## config.mk

```make
export PLATFORM = sky130hd
export DESIGN_NAME = rgb_pwm_driver_flat
export DESIGN_NICKNAME = d
export VERILOG_FILES = /design/src/rtl/rgb_pwm_pkg.sv /design/src/rtl/rgb_pwm_driver_if.sv /design/src/rtl/rgb_pwm_driver_channel.sv /design/src/rtl/rgb_pwm_driver.sv /design/src/flat_wrapper.sv
export SDC_FILE = /design/constraint.sdc
export NUM_CORES = 1
export LEC_CHECK = 0
export CAP_MARGIN = 20
export CORE_MARGIN = 3
export CORE_UTILIZATION = 40
export DETAILED_ROUTE_END_ITERATION = 8
export MAX_ROUTING_LAYER = met4
export PLACE_DENSITY_LB_ADDON = 0.05
export SLEW_MARGIN = 20
export SYNTH_ARGS = -nofsm -noshare
export SYNTH_HDL_FRONTEND = slang
export SYNTH_SLANG_ARGS = --single-unit
export TNS_END_PERCENT = 50
```

## constraint.sdc

```tcl
create_clock -name clk -period 2.01 [get_ports clk]
set_input_delay 0.603 -clock clk [delete_from_list [all_inputs] [get_ports clk]]
set_output_delay 0.603 -clock clk [all_outputs]
set_load 0.005 [all_outputs]
```

## src/rtl/rgb_pwm_pkg.sv

```systemverilog
// Shared types and constants for the RGB LED PWM driver.
package rgb_pwm_pkg;

  typedef enum logic {
    S_IDLE,
    S_RUN
  } state_t;

  // Bit positions of each colour within rgb_out ({r,g,b}).
  localparam int CH_R   = 2;
  localparam int CH_G   = 1;
  localparam int CH_B   = 0;
  localparam int NUM_CH = 3;

endpackage

```

## src/rtl/rgb_pwm_driver_if.sv

```systemverilog
// Sequencer-to-LED-driver connection: duty loading, run control and pin outputs.
interface rgb_pwm_if #(
  parameter int PWM_BITS = 8
);

  logic                ena;
  logic                load;
  logic [PWM_BITS-1:0] duty_r;
  logic [PWM_BITS-1:0] duty_g;
  logic [PWM_BITS-1:0] duty_b;
  logic                pending;
  logic                period_done;
  logic [2:0]          rgb_out;

  modport master (
    output ena, load, duty_r, duty_g, duty_b,
    input  pending, period_done, rgb_out
  );

  modport slave (
    input  ena, load, duty_r, duty_g, duty_b,
    output pending, period_done, rgb_out
  );

endinterface

```

## src/rtl/rgb_pwm_driver_channel.sv

```systemverilog
// One PWM colour channel: shadow/active duty pair, counter compare and registered pin.
module pwm_channel #(
  parameter int PWM_BITS   = 8,
  parameter int ACTIVE_LOW = 0
) (
  input  logic                clk,
  input  logic                rst,
  input  logic                load,
  input  logic                direct,
  input  logic                commit,
  input  logic                run,
  input  logic [PWM_BITS-1:0] cnt,
  input  logic [PWM_BITS-1:0] duty_in,
  output logic                pin
);

  localparam logic OFF = 1'(ACTIVE_LOW);

  logic [PWM_BITS-1:0] shadow_duty;
  logic [PWM_BITS-1:0] active_duty;

  always_ff @(posedge clk) begin
    if (rst) begin
      shadow_duty <= '0;
      active_duty <= '0;
      pin         <= OFF;
    end else begin
      if (load) begin
        shadow_duty <= duty_in;
      end
      // A load landing on the commit cycle bypasses the shadow so the newest value wins.
      if (load && (direct || commit)) begin
        active_duty <= duty_in;
      end else if (commit) begin
        active_duty <= shadow_duty;
      end
      pin <= run ? ((cnt < active_duty) ^ OFF) : OFF;
    end
  end

endmodule

```

## src/rtl/rgb_pwm_driver.sv

```systemverilog
// Three-channel LED PWM driver with period-aligned, double-buffered duty updates.
module rgb_pwm_driver
  import rgb_pwm_pkg::*;
#(
  parameter int PWM_BITS   = 8,
  parameter int PRESCALE   = 1,
  parameter int ACTIVE_LOW = 0
) (
  input  logic     clk,
  input  logic     rst,
  rgb_pwm_if.slave bus
);

  localparam int                  PW      = (PRESCALE > 1) ? $clog2(PRESCALE) : 1;
  localparam logic [PW-1:0]       PRE_MAX = PW'(PRESCALE - 1);
  localparam logic [PWM_BITS-1:0] CNT_MAX = PWM_BITS'((1 << PWM_BITS) - 2);

  state_t              state;
  state_t              state_next;
  logic                idle;
  logic                counting;
  logic [PW-1:0]       presc;
  logic [PWM_BITS-1:0] cnt;
  logic                step_tick;
  logic                wrap;
  logic                pending;
  logic [PWM_BITS-1:0] duty_in [NUM_CH];
  logic [NUM_CH-1:0]   pins;

  // NOTE: sequential state uses non-blocking assignments so every flop samples pre-edge values.
  always_ff @(posedge clk) begin
    if (rst) state <= S_IDLE;
    else     state <= state_next;
  end

  // NOTE: default assignment first keeps this combinational block from inferring a latch.
  always_comb begin
    state_next = state;
    case (state)
      S_IDLE:  if (bus.ena)  state_next = S_RUN;
      S_RUN:   if (!bus.ena) state_next = S_IDLE;
      default: state_next = S_IDLE;
    endcase
  end

  // Dropping ena stops counting in the same cycle so pins go off on the next edge.
  always_comb begin
    idle      = (state == S_IDLE);
    counting  = (state == S_RUN) && bus.ena;
    step_tick = (presc == PRE_MAX);
    wrap      = counting && step_tick && (cnt == CNT_MAX);
  end

  always_ff @(posedge clk) begin
    if (rst || !counting) begin
      presc <= '0;
      cnt   <= '0;
    end else if (step_tick) begin
      presc <= '0;
      cnt   <= (cnt == CNT_MAX) ? '0 : cnt + PWM_BITS'(1);
    end else begin
      presc <= presc + PW'(1);
    end
  end

  always_ff @(posedge clk) begin
    if (rst) begin
      pending <= 1'b0;
    end else if (bus.load) begin
      pending <= !(idle || wrap);
    end else if (wrap) begin
      pending <= 1'b0;
    end
  end

  always_comb begin
    duty_in[CH_R] = bus.duty_r;
    duty_in[CH_G] = bus.duty_g;
    duty_in[CH_B] = bus.duty_b;
  end

  for (genvar ch = 0; ch < NUM_CH; ch++) begin : g_ch
    pwm_channel #(
      .PWM_BITS   (PWM_BITS),
      .ACTIVE_LOW (ACTIVE_LOW)
    ) u_channel (
      .clk     (clk),
      .rst     (rst),
      .load    (bus.load),
      .direct  (idle),
      .commit  (wrap),
      .run     (counting),
      .cnt     (cnt),
      .duty_in (duty_in[ch]),
      .pin     (pins[ch])
    );
  end

  assign bus.rgb_out     = pins;
  assign bus.pending     = pending;
  assign bus.period_done = wrap;

endmodule

```

## src/flat_wrapper.sv

```systemverilog
// flat-port wrapper written by rule: the top's interface ports become plain ports
module rgb_pwm_driver_flat import rgb_pwm_pkg::*;
#(
  parameter int PWM_BITS   = 8,
  parameter int PRESCALE   = 1,
  parameter int ACTIVE_LOW = 0
)
  (clk, rst, bus_ena, bus_load, bus_duty_r, bus_duty_g, bus_duty_b, bus_pending, bus_period_done, bus_rgb_out);
  rgb_pwm_if #(.PWM_BITS(PWM_BITS)) bus_i ();
  input  logic clk;
  input  logic rst;
  input wire logic [$bits(bus_i.ena)-1:0] bus_ena;
  input wire logic [$bits(bus_i.load)-1:0] bus_load;
  input wire logic [$bits(bus_i.duty_r)-1:0] bus_duty_r;
  input wire logic [$bits(bus_i.duty_g)-1:0] bus_duty_g;
  input wire logic [$bits(bus_i.duty_b)-1:0] bus_duty_b;
  output wire logic [$bits(bus_i.pending)-1:0] bus_pending;
  output wire logic [$bits(bus_i.period_done)-1:0] bus_period_done;
  output wire logic [$bits(bus_i.rgb_out)-1:0] bus_rgb_out;
  assign bus_i.ena = bus_ena;
  assign bus_i.load = bus_load;
  assign bus_i.duty_r = bus_duty_r;
  assign bus_i.duty_g = bus_duty_g;
  assign bus_i.duty_b = bus_duty_b;
  assign bus_pending = bus_i.pending;
  assign bus_period_done = bus_i.period_done;
  assign bus_rgb_out = bus_i.rgb_out;
  rgb_pwm_driver #(.PWM_BITS(PWM_BITS), .PRESCALE(PRESCALE), .ACTIVE_LOW(ACTIVE_LOW)) u_core (.clk(clk), .rst(rst), .bus(bus_i));
endmodule
```

==> qor.txt <==
Status -> finished, final reports clean
Die H -> 93.3 microns
Clock buffer count from CTS -> 9
Post-synth ARST share -> 0
Main synth FF type -> dfxtp_1
Power per cell area -> 679 nW/um^2
Core ar. -> 7330 sq um
Area grow syn2layout -> 22.7%
Initial antenna violation count -> 0
Pre-Repair DR Iteration Count -> 4
Number of library cell types mapped by synthesis -> 38
Comb power frac -> 0.121
First-pass GRT wire length -> 11300 microns
Final worst-path cycle share -> 0.964
Clock Sinks -> 62
Worst Reg2Reg Path Length in Cells -> 5
Tightest Hold Check Type -> reg2reg
Met3 usage -> 0.0539
Clock-pin slew on the worst setup and hold paths -> 0.07 ns
Worst-skew pair later-pin latency -> 0.33 ns
Worst hold start -> u_core.bus.pending
Routed WL per cell -> 14.5 microns
Gr busiest metal -> met2
I/O Pins -> 33
Max cap viols -> 0
RR Endpoint -> u_core.g_ch[1].u_channel.pin
Syn_area_per_cell -> 9.69 sq um
Skew final -> 0.00655 ns
Clk pwr share -> 0.361
Slowest stage cell, crit path -> dfxtp_2
Delay of the slowest cell on the worst path -> 0.33 ns
Placed cell areas -> 3560 sq um
Number of DRC markers in iteration 0 -> 75
WS Path Type -> reg2out
Fmax -> 516 MHz
Clock Root Buffer -> clkbuf_8
Reg2Reg Setup Slack -> 0.29 ns
Hpwl dp -> 4830 microns
WHS Path Cells -> 1
CP startpoint kind -> register
Gpl congestion -> 0.770
Synth top area cells -> dfxtp_1 (41%), ha_1 (9.4%), mux2i_1 (7.9%), nor2_1 (7.1%), a221o_1 (6.6%)
Mapped Cells -> 315
Post-Route WL -> 6720 microns
Hold Path Sink -> u_core.bus.pending
Ant diodes -> 0
Met2 usage -> 0.250
Worst Path Required -> 1.41 ns
Area leader, netlist -> dfxtp_1
CTS Buffer Depth -> 2
Sw frac -> 0.244
Post-Route Setup TNS -> 0 ns
Total gr overflow -> 0
Via Count -> 2396
Hold buffer count at CTS -> 0
Antenna Nets Post-Route -> 0
Layout cell share with drive strength beyond 1 -> 0.151
Seq/Total Area, Yosys -> 0.407
Worst VDD drop -> 0.389 mV
Final setup fails -> 0
Worst r2r src -> u_core.cnt[6]
Cell Chain, Critical Path -> inv_2 -> ha_4 -> and4_4 -> and3_4 -> buf_6
GR Util met1 -> 0.228
Final instance area -> 3740 sq um
Minimum clock period -> 1.94 ns
Vias in the first global route -> 2284
Die Wd -> 93.3 microns
P_sw -> 0.000620 W
Largest net degree at the start of global routing -> 38
Crit end category -> output port
Residual DRC count -> 0
Slew Viols, Final -> 0
Worst-path maximum fanout -> 2
Via density -> 5.16
Mapped cell area -> 3050 sq um
Post-synth EDFFs -> 0
Ys Warns -> 0
Sequential share of power -> 0.518
Port Buffer Count -> 32
Syn Nets -> 366
RSZ-0062 raised after global routing -> false
Layout Nets -> 413
Rows -> 31
H-tree depth -> 3
Seq cells post-synth -> 62
Final Hold Viols -> 0
Tot GR Track Use -> 0.170
Die area -> 8710 sq um
Cell Int Power -> 0.00192 W
CP Data Arrival Time -> 1.33 ns
Share of the synthesized area in the top cell type -> 0.407
TritonCTS clock tree -> built
Leakage power -> 1.67 nW
Starting density of the core -> 0.416
==> layout by cell type (no fill, tap or decap), types with 2 or more instances in the layout <==
cell / Yosys / routed
buf_4: 4 / 23
ha_1: 23 / 22
buf_12: 0 / 2
o31a_1: 3 / 3
o21a_1: 4 / 4
a21oi_1: 4 / 4
dfxtp_1: 62 / 61
and4_1: 4 / 3
clkinv_2: 0 / 2
clkbuf_8: 0 / 10
o21ai_0: 2 / 2
clkdlybuf4s50_1: 0 / 29
clkbuf_1: 8 / 2
a21o_1: 3 / 3
inv_1: 22 / 21
nand2_1: 3 / 3
a2111oi_0: 6 / 6
and3_1: 24 / 24
a221o_1: 20 / 20
a221o_2: 4 / 4
nand2b_1: 3 / 3
mux2i_1: 24 / 24
nor2b_1: 2 / 2
xor2_1: 3 / 3
and2_4: 1 / 2
or3_1: 2 / 2
nor2_1: 58 / 58
nand4b_1: 3 / 3
nand4_1: 3 / 3
==> metrics by stage <==
step	total power (W)	worst slack (ns)	hold slack [ns]	util	instances
final	0.00254	0.0723	0.456	0.511	464
after global routing	0.00267	0.00276	0.494	0.511	464
after CTS	0.00259	0.0192	0.464	0.509	464
after detailed placement	0.00166	-0.516	0.449	0.486	449
after global placement	0.00165	-0.519	0.439	0.486	449
after floorplan	0.00153	0.297	0.451	-	315
==> how the worst max path moves through the flow <==
stage	from	end	cells past startpoint
4_1_cts	u_core.cnt[0]	bus_period_done	5
3_3_place_gp	bus_ena	bus_period_done	4
3_5_place_dp	bus_ena	bus_period_done	4
6_report	u_core.cnt[0]	bus_period_done	5
2_1_floorplan	bus_load	u_core.g_ch[0].u_channel.active_duty[0]	5
5_1_grt	u_core.cnt[0]	bus_period_done	5
==> repair_timing <==
item	4_1_cts	5_1_grt
setup endpoints to repair	1	1
hold endpoints to repair	0	0
resized for setup	11	3
buffers inserted	1	0
pin swaps	1	1
==> metal layers <==
layer,vias to the layer above,wire [microns]
met2,44,3010
met1,1124,3330
li1,1222,-
met4,0,44
met5,-,0
met3,6,329
==> power groups by stage <==
| stage | clock network (W) | logic (W) | registers (W) |
|---|---|---|---|
| after global placement | 0 | 0.000309 | 0.00134 |
| after floorplan | 0 | 0.000189 | 0.00134 |
| final | 0.000918 | 0.000309 | 0.00132 |
| after CTS | 0.000955 | 0.000313 | 0.00132 |
| after global routing | 0.00100 | 0.000347 | 0.00132 |
| after detailed placement | 0 | 0.000312 | 0.00134 |
==> sequential cells by signal (all words and copies together) (netlist names) <==
register	cells
u_core.cnt	8
u_core.bus.pending	1
u_core.g_ch.u_channel.pin	3
u_core.g_ch.u_channel.shadow_duty	24
u_core.g_ch.u_channel.active_duty	24
u_core.state	1
u_core.presc	1
==> cell families (layout without fill, tap and decap cells) <==
group                    count (synthesis)  in the layout  share of synthesized area
XOR/XNOR                                 4              4                     0.0115
multiplexers                            24             24                     0.0787
AO/OA/AOI/OAI                           49             49                      0.147
other                                    1              1                    0.00123
adder cells (fa/ha/maj)                 23             23                     0.0943
AND/OR/NAND/NOR                        109            109                      0.189
flip-flops                              62             62                      0.407
buffers and inverters                   43             93                     0.0718
==> synth_stat cells, types with 2 or more instances <==
cell and number:
dfxtp_1 62, nor2_1 58, and3_1 24, mux2i_1 24
ha_1 23, inv_1 22, a221o_1 20, clkbuf_1 8
a2111oi_0 6, buf_6 5, a21oi_1 4, a221o_2 4
and4_1 4, buf_2 4, buf_4 4, o21a_1 4
a21o_1 3, nand2_1 3, nand2b_1 3, nand4_1 3
nand4b_1 3, o31a_1 3, xor2_1 3, nor2b_1 2
o21ai_0 2, or3_1 2
==> final cells by class <==
cell class | instances | area [sq um]
Clock buffer | 12 | 145
Clock inverter | 2 | 10.0
Fill cell | 674 | 3590
Inverter | 22 | 82.6
Multi-Input combinational cell | 210 | 1610
Sequential cell | 62 | 1240
Tap cell | 99 | 124
Timing Repair Buffer | 57 | 528
==> worst max-delay path: cells and delay by family, from the launching register on <==
| kind | cells | cell delay [ns] |
|---|---|---|
| buffers and inverters | 2 | 0.15 |
| adder cells (fa/ha/maj) | 1 | 0.12 |
| flip-flops | 1 | 0.33 |
| AND/OR/NAND/NOR | 2 | 0.40 |
Power figures use the tool's default switching activity.
